[src/rtl/i8253_host.sv]
// rtl/i8253_host.sv - bus-master sequencer issuing i8253 program and counter-readback cycles
module i8253_host #(
    parameter int STROBE_CYCLES = 2
) (
    input  logic        clk,
    input  logic        rst_n,
    input  logic        req_valid,
    output logic        req_ready,
    input  logic        req_write,
    input  logic [1:0]  req_sel,
    input  logic [2:0]  req_mode,
    input  logic        req_bcd,
    input  logic [15:0] req_count,
    output logic        resp_valid,
    output logic        resp_err,
    output logic [15:0] resp_data,
    output logic        pit_cs,
    output logic        pit_rd,
    output logic        pit_wr,
    output logic [1:0]  pit_a,
    output logic [7:0]  pit_dout,
    input  logic [7:0]  pit_din
);

    typedef enum logic [2:0] {IDLE, SETUP, STROBE, HOLD, DONE} state_t;

    localparam logic [3:0] STROBE_LOAD = 4'(STROBE_CYCLES - 1);

    state_t      state;
    logic [1:0]  step;
    logic [3:0]  strobe_cnt;
    logic        cur_write;
    logic [1:0]  cur_sel;
    logic [2:0]  cur_mode;
    logic        cur_bcd;
    logic [15:0] cur_count;
    logic [7:0]  lsb;
    logic [7:0]  msb;

    // Byte driven for access `step`: control/latch word first, then the count bytes (0 when reading).
    function automatic logic [7:0] access_byte(input logic wr, input logic [1:0] sel,
                                               input logic [2:0] mode, input logic bcd,
                                               input logic [15:0] count, input logic [1:0] stp);
        case (stp)
            2'd0:    return wr ? {sel, 2'b11, mode, bcd} : {sel, 6'b000000};
            2'd1:    return wr ? count[7:0] : 8'h00;
            default: return wr ? count[15:8] : 8'h00;
        endcase
    endfunction

    function automatic logic [1:0] access_addr(input logic [1:0] sel, input logic [1:0] stp);
        return (stp == 2'd0) ? 2'd3 : sel;
    endfunction

    always_ff @(posedge clk or negedge rst_n) begin
        if (!rst_n) begin
            state      <= IDLE;
            step       <= 2'd0;
            strobe_cnt <= 4'd0;
            cur_write  <= 1'b0;
            cur_sel    <= 2'd0;
            cur_mode   <= 3'd0;
            cur_bcd    <= 1'b0;
            cur_count  <= 16'd0;
            lsb        <= 8'd0;
            msb        <= 8'd0;
            req_ready  <= 1'b1;
            resp_valid <= 1'b0;
            resp_err   <= 1'b0;
            resp_data  <= 16'd0;
            pit_cs     <= 1'b0;
            pit_rd     <= 1'b0;
            pit_wr     <= 1'b0;
            pit_a      <= 2'd0;
            pit_dout   <= 8'd0;
        end else begin
            case (state)
                IDLE: begin
                    step <= 2'd0;
                    if (req_valid) begin
                        cur_write <= req_write;
                        cur_sel   <= req_sel;
                        cur_mode  <= req_mode;
                        cur_bcd   <= req_bcd;
                        cur_count <= req_count;
                        req_ready <= 1'b0;
                        if (req_sel == 2'd3) begin
                            state      <= DONE;
                            resp_valid <= 1'b1;
                            resp_err   <= 1'b1;
                            resp_data  <= 16'd0;
                        end else begin
                            state    <= SETUP;
                            pit_cs   <= 1'b1;
                            pit_a    <= access_addr(req_sel, 2'd0);
                            pit_dout <= access_byte(req_write, req_sel, req_mode, req_bcd,
                                                    req_count, 2'd0);
                        end
                    end
                end
                SETUP: begin
                    state      <= STROBE;
                    strobe_cnt <= STROBE_LOAD;
                    // The latch command is always a write; only the data accesses of a readback read.
                    pit_wr     <= cur_write || (step == 2'd0);
                    pit_rd     <= !cur_write && (step != 2'd0);
                end
                STROBE: begin
                    if (strobe_cnt == 4'd0) begin
                        state  <= HOLD;
                        pit_wr <= 1'b0;
                        pit_rd <= 1'b0;
                        if (pit_rd && step == 2'd1) lsb <= pit_din;
                        if (pit_rd && step == 2'd2) msb <= pit_din;
                    end else begin
                        strobe_cnt <= strobe_cnt - 4'd1;
                    end
                end
                HOLD: begin
                    if (step == 2'd2) begin
                        state      <= DONE;
                        pit_cs     <= 1'b0;
                        pit_a      <= 2'd0;
                        pit_dout   <= 8'd0;
                        resp_valid <= 1'b1;
                        resp_err   <= 1'b0;
                        resp_data  <= cur_write ? 16'd0 : {msb, lsb};
                    end else begin
                        state    <= SETUP;
                        step     <= step + 2'd1;
                        pit_a    <= access_addr(cur_sel, step + 2'd1);
                        pit_dout <= access_byte(cur_write, cur_sel, cur_mode, cur_bcd,
                                                cur_count, step + 2'd1);
                    end
                end
                DONE: begin
                    state      <= IDLE;
                    step       <= 2'd0;
                    resp_valid <= 1'b0;
                    resp_err   <= 1'b0;
                    req_ready  <= 1'b1;
                end
                default: state <= IDLE;
            endcase
        end
    end

endmodule
[config.mk]
export PLATFORM = sky130hd
export DESIGN_NAME = i8253_host
export DESIGN_NICKNAME = d
export VERILOG_FILES = /design/src/rtl/i8253_host.sv
export SDC_FILE = /design/constraint.sdc
export NUM_CORES = 1
export LEC_CHECK = 0
export CAP_MARGIN = 20
export CORE_MARGIN = 2
export CORE_UTILIZATION = 30
export DETAILED_ROUTE_END_ITERATION = 10
export PLACE_DENSITY_LB_ADDON = 0.3
export SLEW_MARGIN = 20
export SYNTH_ARGS = -nofsm -noshare
export SYNTH_HDL_FRONTEND = slang
export SYNTH_SLANG_ARGS = --single-unit
[constraint.sdc]
create_clock -name clk -period 2.8 [get_ports clk]
set_input_delay 0.56 -clock clk [delete_from_list [all_inputs] [get_ports clk]]
set_output_delay 0.56 -clock clk [all_outputs]
set_load 0.02 [all_outputs]
==> summary.txt <==
Clock network
  – H-tree levels: 3
  – Clk sink count: 80
  – Clock Tree Buf Depth: 2
  – Clk_lat worst skew: roughly 330 ps
  – CTS tree: done
  – Clk root buf: clkbuf_16
  – Setup Fix Bufs, Post-CTS: 0
  – Post_cts resized: 0
  – TritonCTS Buffers: 9
  – Hold Buf Count CTS: 0
  – Worst-path clk slew: 60 ps

Global route
  – Initial antenna violation count: 0
  – GRT Total Usage: 13.6%
  – Pin count of the biggest net entering global routing: 45
  – Gr ovfl total: 0
  – Vias in the first global route: 2630
  – Global-route wire length before repair: roughly 14000 um

Logic synthesis
  – Ys Warns: 0
  – Synth Area in Compound Gates: 14.3%
  – Post-Syn Area: roughly 3600 um^2
  – Simple-Gate Fraction of Synth Area: between 10% and 20%
  – Synth cell types: between 40 and 50
  – Syn_nets: roughly 340
  – Adder-cell area share of the yosys netlist: 2.41%
  – Gate Count Post-Synth: 300
  – Main flop type after synthesis: dfrtp_1
  – Number of synthesized register bits: 80
  – XOR/XNOR share of the synthesized area: less than 1%
  – Combinational family with the most area after synthesis: compound AO/OA/AOI/OAI gates
  – Sequential share of the synthesized area: between 50% and 60%
  – Post-synth ARST share: 100%
  – Post-synth EDFFs: 0
  – Mux share of post-synthesis cell area: between 10% and 20%
  – Mean post-synth cell area: ~12 um^2

Floorplanning
  – Die outline area: roughly 13000 um^2
  – Die Wd: about 110 um
  – Core box area: 11900 um^2
  – Chip height: ~110 um
  – Starting Density: around 30%
  – # IOs: 66
  – FP Rows: 40

Route
  – 1st-iter DRT viols: ~110
  – Vias per cell: approximately 5
  – WL final: 8270 um
  – First drt pass iteration count: 4
  – Total vias in the final route: between 2000 and 3000
  – Antenna-violating nets left: 0
  – DRC: 0
  – Avg WL per Cell: 15.9 um

Flow run
  – Maxcap violations: 0

Cells and area
  – Area of the multi-input gates: between 1500 and 2000 um^2
  – Final instance area: approximately 4700 um^2
  – ANT cells: 0
  – Share of cells above drive strength 1: a little over a fifth
  – Filler instances: between 1000 and 1500
  – Cell Count, Final, Fillers Out: 521
  – Register area: approximately 2000 um^2
  – Most frequent cells in the layout: dfrtp_1 (79), clkdlybuf4s50_1 (64), mux2_2 (37), nand2_1 (20), nor2_1 (19)
  – Nets: between 400 and 500
  – Area grow syn2layout: 29.6%
  – Most common cell after layout, fill and taps aside: dfrtp_1

Timing
  – Fin crit share: around 86%
  – Worst clock skew: roughly 6.3 ps
  – Worst Tran Pin Value: ~650 ps
  – Maximum clock frequency: 413 MHz
  – Final Setup Violations: 0
  – Final Critical Period: 2420 ps
  – Post-route setup TNS: 0 ps
  – Fin. max-slew vios: 0
  – Min Hold Slack: between 200 and 250 ps
  – RSZ-0062 raised after global routing: no
  – Final Hold Viols: 0
  – Relative slew slack: roughly 56%

Pwr
  – Switching part of the total power: a little under two fifths
  – Pwr Total: about 5.3 mW
  – Cell Pwr Density: approximately 1100 nW/um^2
  – Combinational share of power: 41.9%
  – Clock share of power: about a fifth
  – Cell leakage power: 2.08 nW
  – Int Power: ~3.3 mW
  – VDD IR max: just over 0.3 mV
  – Power share of the sequential group: a little under two fifths
  – Total net switching power: between 1.5 and 2 mW

Worst hold path
  – Hold Path Class: in2async

Status
  – Status: completed

Placed design
  – Placer Congestion: 0.750
  – Placed instance area: between 4000 and 5000 um^2
  – Cells after DPL: about 510
  – Post-detail-place hpwl: just under 6000 um
  – Port Buf Inserts: 65

Worst setup path
  – Slowest stage cell, crit path: a211oi_4
  – Crit-path max FO: 19
  – Worst Path Buf+Inv: 1
  – Crit-path leading delay family: compound AO/OA/AOI/OAI gates
  – CP endpoint kind: flop
  – CP max stage delay: roughly 630 ps
  – Kind of critical path: reg2reg
  – Critical-path cell list: inv_1, ha_1, or3b_1, a211oi_4, nand2_4, a21bo_2
  – Arr. time, crit path: roughly 2700 ps
  – Req. time, crit path: about 3000 ps
  – Worst setup SP type: flop
final cells by class:
type                       instances  area share (%)
timing repair buffer              74            15.2
clock inverter                     5           0.717
inverter                          11           0.876
sequential                        80            42.5
clock buffer                      11            4.94
multi-input combinational        193            31.8
tap                              147            3.90
power groups by stage:
| stage | Clock [mW] | Sequential [mW] | Combinational (mW) |
|---|---|---|---|
| after floorplan | 0 | 2.14 | 1.28 |
| after global placement | 0 | 2.01 | 2.18 |
| after detailed placement | 0 | 2.03 | 2.21 |
| after CTS | 1.08 | 2.01 | 2.23 |
| after global routing | 1.13 | 2.09 | 2.41 |
| final | 1.05 | 2.01 | 2.20 |
state kept, by name (all words and copies together) (netlist names), 2 cells and up:
signal / count
cur_count: 16
resp_data: 16
lsb: 8
msb: 8
pit_dout: 8
strobe_cnt: 4
cur_mode: 3
state: 3
cur_sel: 2
pit_a: 2
step: 2
cells in the mapped netlist, drive strengths merged, types with 2 or more instances:
master  number  share of area [%]
dfrtp       79                 54
mux2        37                 11
nand2       21                2.4
nor2        19                2.0
a21bo       16                4.4
nand4       16                2.8
buf         11                2.0
inv         11                1.1
a21oi        8                1.1
a22o         8                1.9
nand3        8                1.4
o21ai        8                1.1
a31oi        7                1.2
ha           7                2.4
clkbuf       5               0.52
a22oi        4               0.83
a211oi       3               0.96
o22ai        3               0.52
and2         2               0.34
and3         2               0.34
mux2i        2               0.55
nor3         2               0.28
o31ai        2               0.55
xor2         2               0.48
worst paths after layout:
path / start / end / slack [ps] / depth (start not counted)
setup / recovery: strobe_cnt[0] / resp_data[11] / 380 / 6
min in group clk: resp_data[14] / resp_data[14] / 490 / 1
max in group asynchronous: rst_n / req_ready / 1880 / 2
hold / removal: rst_n / msb[7] / 220 / 1
setup reg to reg: strobe_cnt[0] / resp_data[11] / 380 / 6
hold reg to reg: resp_data[14] / resp_data[14] / 490 / 1
metal layers:
metal / vias up / part of all wire, % / GRT usage, %
li1: 1221 / - / -
met1: 1276 / 46 / 18.2
met2: 39 / 48 / 21.8
met3: 9 / 3.4 / 2.81
met4: 0 / 1.7 / 5.37
met5: - / 0 / 0
kinds of logic (layout without fill, tap and decap cells):
kind of cell    count (synthesis)  count (layout)
compound gates                 66              66
xor+xnor                        3               3
buf+inv                        27             101
flops                          80              80
simple gates                   78              78
fa+ha+maj                       7               7
mux                            39              39
metrics by stage:
stage / utilization, % / setup slack [ps]
6_report: 39.5 / 379
2_1_floorplan: - / 769
5_1_grt: 39.5 / 301
4_1_cts: 39.5 / 419
3_3_place_gp: 37.3 / 342
3_5_place_dp: 37.3 / 314
Note: power is estimated with default switching activity, not from simulation.
